--- config.mk ---
export PLATFORM = sky130hd
export DESIGN_NAME = tag_phase_seq
export DESIGN_NICKNAME = d
export VERILOG_FILES = /design/src/rtl/tag_anc_pkg.sv /design/src/rtl/tag_ph_offset.sv /design/src/rtl/tag_phase_seq.sv
export SDC_FILE = /design/constraint.sdc
export NUM_CORES = 1
export LEC_CHECK = 0
export ABC_AREA = 0
export CORE_MARGIN = 4
export CORE_UTILIZATION = 35
export DETAILED_ROUTE_END_ITERATION = 8
export SETUP_SLACK_MARGIN = 0.02
export SYNTH_ARGS = -nofsm -noshare
export SYNTH_HDL_FRONTEND = slang
export SYNTH_SLANG_ARGS = --single-unit
--- constraint.sdc ---
create_clock -name clk -period 25.4 [get_ports clk]
set_input_delay 2.54 -clock clk [delete_from_list [all_inputs] [get_ports clk]]
set_output_delay 2.54 -clock clk [all_outputs]
set_load 0.02 [all_outputs]
--- src/rtl/tag_anc_pkg.sv ---
// Shared definitions for the tag phase sequencer: state encoding and
// power-on configuration defaults.
package tag_anc_pkg;

   typedef enum logic [1:0] {
      ST_IDLE  = 2'd0,
      ST_RUN   = 2'd1,
      ST_DRAIN = 2'd2
   } seq_state_t;

   localparam int unsigned DEF_NSIG    = 32768;
   localparam int unsigned DEF_NSYMB   = 512;
   localparam int unsigned DEF_NLOC    = 7;
   localparam int          DEF_DPH_INC = -16384;

   // Clamp a default count to the largest value a counter of the given width holds.
   function automatic logic [31:0] sat_cnt(input int unsigned value, input int unsigned width);
      logic [31:0] lim;
      lim = (width >= 32) ? 32'hFFFF_FFFF : ((32'd1 << width) - 32'd1);
      return (value > lim) ? lim : value;
   endfunction

endpackage

--- src/rtl/tag_ph_offset.sv ---
// Per-channel phase: base phase plus a fixed multiple of the channel step.
// Output is forced to zero while the word is not valid.
module tag_ph_offset #(
   parameter int PHASE_WIDTH = 24,
   parameter int CH_IDX      = 0
) (
   input  logic                   en,
   input  logic [PHASE_WIDTH-1:0] base,
   input  logic [PHASE_WIDTH-1:0] step,
   output logic [PHASE_WIDTH-1:0] phase
);

   logic [PHASE_WIDTH-1:0] offset;

   assign offset = PHASE_WIDTH'(CH_IDX) * step;
   assign phase  = en ? (base + offset) : '0;

endmodule

--- src/rtl/tag_phase_seq.sv ---
// Multi-channel phase sequencer: emits per-sample phase words over an
// AXI-stream style output, organised as samples / symbols / frames.
module tag_phase_seq
   import tag_anc_pkg::*;
#(
   parameter int PHASE_WIDTH = 24,
   parameter int CNT_WIDTH   = 16,
   parameter int NCHAN       = 2
) (
   input  logic                         clk,
   input  logic                         reset_n,
   input  logic                         srst,
   input  logic                         cfg_load,
   input  logic [CNT_WIDTH-1:0]         cfg_nsig,
   input  logic [CNT_WIDTH-1:0]         cfg_nsymb,
   input  logic [CNT_WIDTH-1:0]         cfg_nloc,
   input  logic [PHASE_WIDTH-1:0]       cfg_start_ph,
   input  logic [PHASE_WIDTH-1:0]       cfg_start_ph_inc,
   input  logic [PHASE_WIDTH-1:0]       cfg_dph_inc,
   input  logic [PHASE_WIDTH-1:0]       cfg_nph_shift,
   input  logic [PHASE_WIDTH-1:0]       cfg_ch_ph_step,
   input  logic                         cfg_oneshot,
   input  logic                         start,
   input  logic                         stop,
   output logic [NCHAN*PHASE_WIDTH-1:0] m_axis_phase_tdata,
   output logic                         m_axis_phase_tvalid,
   input  logic                         m_axis_phase_tready,
   output logic                         m_axis_phase_tlast,
   output logic                         m_axis_phase_tuser,
   output logic                         sync_ready,
   output logic                         busy,
   output logic [CNT_WIDTH-1:0]         sigN,
   output logic [CNT_WIDTH-1:0]         symbN
);

   localparam logic [CNT_WIDTH-1:0] CNT_ONE = CNT_WIDTH'(1);

   // Reset release synchroniser: assertion is immediate, deassertion follows clk.
   logic [1:0] rst_sync_q;
   logic       rst_n_int;

   always_ff @(posedge clk or negedge reset_n) begin
      if (!reset_n) rst_sync_q <= '0;
      else          rst_sync_q <= {rst_sync_q[0], 1'b1};
   end

   assign rst_n_int = rst_sync_q[1];

   seq_state_t state_q, state_d;

   logic [CNT_WIDTH-1:0]   nsig_r, nsymb_r, nloc_r;
   logic [PHASE_WIDTH-1:0] start_ph_r, start_inc_r, dph_inc_r, nph_shift_r, ch_step_r;
   logic                   oneshot_r;
   logic                   load_en;

   assign load_en = cfg_load && (state_q == ST_IDLE);

   always_ff @(posedge clk or negedge rst_n_int) begin
      if (!rst_n_int) begin
         nsig_r      <= CNT_WIDTH'(sat_cnt(DEF_NSIG, CNT_WIDTH));
         nsymb_r     <= CNT_WIDTH'(sat_cnt(DEF_NSYMB, CNT_WIDTH));
         nloc_r      <= CNT_WIDTH'(sat_cnt(DEF_NLOC, CNT_WIDTH));
         start_ph_r  <= '0;
         start_inc_r <= '0;
         dph_inc_r   <= PHASE_WIDTH'(DEF_DPH_INC);
         nph_shift_r <= '0;
         ch_step_r   <= '0;
         oneshot_r   <= 1'b0;
      end else if (load_en) begin
         nsig_r      <= cfg_nsig;
         nsymb_r     <= cfg_nsymb;
         nloc_r      <= cfg_nloc;
         start_ph_r  <= cfg_start_ph;
         start_inc_r <= cfg_start_ph_inc;
         dph_inc_r   <= cfg_dph_inc;
         nph_shift_r <= cfg_nph_shift;
         ch_step_r   <= cfg_ch_ph_step;
         oneshot_r   <= cfg_oneshot;
      end
   end

   // A start coinciding with cfg_load seeds the first word from the incoming values.
   logic [PHASE_WIDTH-1:0] start_ph_sel, start_inc_sel;
   assign start_ph_sel  = load_en ? cfg_start_ph     : start_ph_r;
   assign start_inc_sel = load_en ? cfg_start_ph_inc : start_inc_r;

   logic [CNT_WIDTH-1:0] nsig_eff, nsymb_eff, nloc_eff;
   assign nsig_eff  = (nsig_r  == '0) ? CNT_ONE : nsig_r;
   assign nsymb_eff = (nsymb_r == '0) ? CNT_ONE : nsymb_r;
   assign nloc_eff  = (nloc_r  == '0) ? CNT_ONE : nloc_r;

   logic [PHASE_WIDTH-1:0] base_q, base_d, inc_q, inc_d, sp_q, sp_d;
   logic [CNT_WIDTH-1:0]   sig_q, sig_d, symb_q, symb_d, loc_q, loc_d, loc_inc;
   logic                   valid, hs, last_smp, last_sym;

   assign valid    = (state_q != ST_IDLE);
   assign hs       = valid && m_axis_phase_tready;
   assign last_smp = (sig_q >= nsig_eff);
   assign last_sym = (symb_q >= nsymb_eff);
   assign loc_inc  = (loc_q >= nloc_eff) ? loc_q : (loc_q + CNT_ONE);

   always_ff @(posedge clk or negedge rst_n_int) begin
      if (!rst_n_int) begin
         state_q <= ST_IDLE;
         base_q  <= '0;
         inc_q   <= '0;
         sp_q    <= '0;
         sig_q   <= CNT_ONE;
         symb_q  <= CNT_ONE;
         loc_q   <= '0;
      end else begin
         state_q <= state_d;
         base_q  <= base_d;
         inc_q   <= inc_d;
         sp_q    <= sp_d;
         sig_q   <= sig_d;
         symb_q  <= symb_d;
         loc_q   <= loc_d;
      end
   end

   always_comb begin
      state_d            = state_q;
      base_d             = base_q;
      inc_d              = inc_q;
      sp_d               = sp_q;
      sig_d              = sig_q;
      symb_d             = symb_q;
      loc_d              = loc_q;
      m_axis_phase_tlast = valid && last_smp;
      m_axis_phase_tuser = valid && last_smp && last_sym;

      unique case (state_q)
         ST_IDLE: begin
            if (start && !stop) begin
               state_d = ST_RUN;
               loc_d   = '0;
               sig_d   = CNT_ONE;
               symb_d  = CNT_ONE;
               sp_d    = start_ph_sel;
               base_d  = start_ph_sel;
               inc_d   = start_inc_sel;
            end
         end
         ST_RUN, ST_DRAIN: begin
            if (hs) begin
               if (!last_smp) begin
                  sig_d  = sig_q + CNT_ONE;
                  base_d = base_q + inc_q;
               end else if (!last_sym) begin
                  sig_d  = CNT_ONE;
                  symb_d = symb_q + CNT_ONE;
                  sp_d   = sp_q - nph_shift_r;
                  base_d = sp_q - nph_shift_r;
                  inc_d  = inc_q + dph_inc_r;
               end else begin
                  sig_d  = CNT_ONE;
                  symb_d = CNT_ONE;
                  sp_d   = start_ph_r;
                  base_d = start_ph_r;
                  inc_d  = start_inc_r;
                  loc_d  = loc_inc;
               end
            end
            // Completing the final one-shot frame wins over a concurrent stop.
            if (state_q == ST_RUN) begin
               if (hs && last_smp && last_sym && oneshot_r && (loc_inc == nloc_eff))
                  state_d = ST_IDLE;
               else if (stop)
                  state_d = ST_DRAIN;
            end else if (hs && last_smp) begin
               state_d = ST_IDLE;
            end
         end
         default: state_d = ST_IDLE;
      endcase

      if (srst) begin
         state_d = ST_IDLE;
         base_d  = '0;
         inc_d   = '0;
         sp_d    = '0;
         sig_d   = CNT_ONE;
         symb_d  = CNT_ONE;
         loc_d   = '0;
      end
   end

   for (genvar k = 0; k < NCHAN; k++) begin : g_ch
      tag_ph_offset #(
         .PHASE_WIDTH (PHASE_WIDTH),
         .CH_IDX      (k)
      ) u_ph_offset (
         .en    (valid),
         .base  (base_q),
         .step  (ch_step_r),
         .phase (m_axis_phase_tdata[k*PHASE_WIDTH +: PHASE_WIDTH])
      );
   end

   assign m_axis_phase_tvalid = valid;
   assign busy                = valid;
   assign sync_ready          = (loc_q == nloc_eff);
   assign sigN                = sig_q;
   assign symbN               = symb_q;

endmodule

==> impl_metrics.tcl <==
set metrics [dict create \
    avgSynthCellArea_sq_um 9.58 \
    fin_crit_ns 6.94 \
    cp-end-kind "output pin" \
    synth_xor_area_share_pct 4.90 \
    grt_pass1_vias 16007 \
    clkSinkCount 293 \
    routed_wl_um 58500 \
    grt_pass1_wl_um 91400 \
    finalNetCount 2546 \
    hold_path_class "reg -> reg" \
    die_area_sq_mm 0.0580 \
    vias 16010 \
    syn_area_sq_mm 0.0190 \
    whs_ns 0.360 \
    cts_resized 0 \
    drt_iter0_markers 1097 \
    start_kind "flip-flop" \
    area_delta_synth_final_pct 24.6 \
    slew_violations 0 \
    p_leak_nw 10.7 \
    root_buffer "clkbuf_16" \
    port_buffers 260 \
    powerDensity_mw_per_mm2 122 \
    min_from "rst_sync_q[0]$_DFF_PN0_" \
    synth_edf_count 0 \
    die_h_um 241 \
    status "completed" \
    synthMuxAreaShare_pct 10.8 \
    synth_fa_ha_area_share_pct 10.1 \
    holdPathEnd "rst_sync_q[1]$_DFF_PN0_" \
    synth-seq-area-share_pct 38.8 \
    layout_common_cells "275 x dfrtp_1, 260 x clkdlybuf4s50_1, 169 x mux2_2" \
    cts_setup_buffers 0 \
    critical_path_arrival_ns 4.40 \
    rr_startpoint "nsig_r[1]$_DFFE_PN0P_" \
    yosys.cell_types.count 78 \
    clk_path_buf_depth 3 \
    r2r-end "loc_q[0]$_DFFE_PN0P_" \
    crit_chain "ha_1 > a211oi_1 > o21ai_0 > a311oi_1 > a211oi_1 > o2111ai_1 > nand2_1 > or2_2 > a21oi_1 > xor2_1 > nor2_1 > clkdlybuf4s50_1" \
    postRouteAntennaNets 0 \
    setup_viol 0 \
    cts_made_buffers 37 \
    synth_compound_area_share_pct 16.9 \
    start_util_pct 35.3 \
    fin_cells 2948 \
    cts_hold_buf 0 \
    dp_cells 2877 \
    tightest_slew_ns 1.03 \
    dp_hpwl_um 43900 \
    synth_flop_cell "dfrtp_1" \
    cp_common_cell "a211oi_1" \
    die_x_um 241 \
    cap_violations 0 \
    ff2ff_setup_slack_ns 20.78 \
    min_period_over_period_pct 27.3 \
    cp_slowest_cell "a311oi_1" \
    viasPerCell 5.43 \
    synthCells 1979 \
    critPathBufInv 1 \
    final_util_pct 44.0 \
    ir_drop_v 0.0000545 \
    overflow 0 \
    h-tree-depth 2 \
    crit_family "compound AO/OA/AOI/OAI gates" \
    clk_pin_slew_ns 0.06 \
    final.setup.tns_ns 0 \
    required_ns 22.86 \
    crit_fanout 6 \
    clock_skew_ns 0.0201 \
    synth_nets 2305 \
    ys_warn_count 0 \
    critPathMaxStageDelay_ns 0.64 \
    insertion_delay_ns 0.56 \
    grt_max_degree 163 \
    layout_commonest_cell "dfrtp_1" \
    rows 85 \
    maxSlewHeadroom_pct 30.6 \
    drt_drc_violations_left 0 \
    worst-r2r-cell-count 15 \
    core_area_sq_mm 0.0537 \
    dpl_worst_slack_ns 19.06 \
    rsz0062_at_grt "false" \
    ios 261 \
    worst_slack_ns 18.46 \
    yosys.area_share.simple_pct 15.1 \
    synth_seq_cells 293 \
    antenna_found_initial 2 \
    synthArstFlopShare_pct 100 \
    gp_congestion 0.903 \
    crit_start "base_q[1]$_DFFE_PN0P_" \
    cts_tree "built" \
    grt_use_total_pct 19.8 \
    firstDrtPassIters 5 \
    layout-drive-gt1-share_pct 13.0 \
    synth_top_family_by_area "compound AO/OA/AOI/OAI gates" \
    max_freq_mhz 144 \
    min_path_cells 0 \
    wl_per_cell_um 19.9 \
    critical_path_class "reg -> out" \
    hold_viol 0 \
]
how the worst max path moves through the flow:
stage                                         to  slack (ns)  depth (start not counted)
after floorplan            base_q[0]$_DFFE_PN0P_       16.66                          0
after global placement    m_axis_phase_tdata[43]       19.12                         12
after detailed placement  m_axis_phase_tdata[43]       19.06                         12
after CTS                 m_axis_phase_tdata[43]       18.44                         12
after global routing      m_axis_phase_tdata[43]       18.12                         12
final                     m_axis_phase_tdata[43]       18.46                         12
flip-flops by register name, indices dropped and copies added, names as in the netlist:
register,flops
nph_shift_r,24
nsig_r,16
oneshot_r,1
start_ph_r,24
nsymb_r,16
sp_q,24
ch_step_r,24
rst_sync_q,2
symbN,16
nloc_r,16
inc_q,24
sigN,16
base_q,24
loc_q,16
state_q,2
start_inc_r,24
dph_inc_r,24
through the flow:
stage	total power, mW	area, sq um
after floorplan	1.87	19000
after global placement	2.30	22300
after detailed placement	2.33	22300
after CTS	2.90	23600
after global routing	3.11	23600
final	2.88	23600
synthesized netlist by cell type (all sizes together) (6+ instances only):
master	number	area share (%)
a211o	8	0.37
ha	146	9.6
o21a	16	0.63
nand3b	9	0.36
nor4	18	0.63
xnor2	49	2.3
a21o	64	2.5
nand4	18	0.59
a21oi	94	2.5
a211oi	16	0.63
nor2b	42	1.4
nand3	55	1.5
buf	12	0.31
a22oi	6	0.24
and3	29	0.96
nor3	32	0.84
nor2	149	3.0
dfstp	17	2.4
and2	20	0.66
mux2i	15	0.79
o22ai	8	0.26
o21ai	128	3.4
inv	92	1.8
clkbuf	66	1.3
xor2	57	2.6
o31ai	17	0.67
nand2b	26	0.86
a221oi	7	0.32
or3	8	0.26
a31oi	14	0.46
o211ai	31	1.2
dfrtp	276	36
nand2	163	3.2
mux2	169	10
worst reg2reg max path, delay by kind of cell, from the launching register on:
kind	cells	cell delay (ns)
AO/OA/AOI/OAI	6	1.71
buffers and inverters	3	1.11
AND/OR/NAND/NOR	4	0.82
flip-flops	1	0.39
multiplexers	1	0.25
adder cells (fa/ha/maj)	1	0.23
layer usage:
metal | wire (um) | GRT usage [%] | up-vias
met5 | 0 | 0 | -
met3 | 2960 | 2.99 | 97
met4 | 1740 | 6.68 | 0
met2 | 27300 | 32.2 | 399
li1 | - | - | 7671
met1 | 26500 | 27.4 | 7843
power breakdown:
part,internal (mW),switching [mW]
combinational,0.690,0.829
sequential,0.652,0.163
clock,0.332,0.217
total,1.67,1.21
final cells by class:
class / instances / area (sq um)
diodes: 3 / 7.51
multi-input cells: 1515 / 11000
fillers: 5106 / 30100
well taps: 696 / 871
inverters: 93 / 349
clock inverters: 19 / 191
repair buffers: 280 / 2770
flip-flops and latches: 293 / 7360
clock buffers: 49 / 1080
kinds of logic (layout without fill, tap and decap cells):
group | count (synthesis) | count (layout)
simple gates | 589 | 589
compound gates | 485 | 485
flops | 293 | 293
mux | 184 | 184
buf+inv | 171 | 441
fa+ha+maj | 150 | 150
xor+xnor | 106 | 106
other cells | 1 | 4
(Power assumes the default switching activity.)
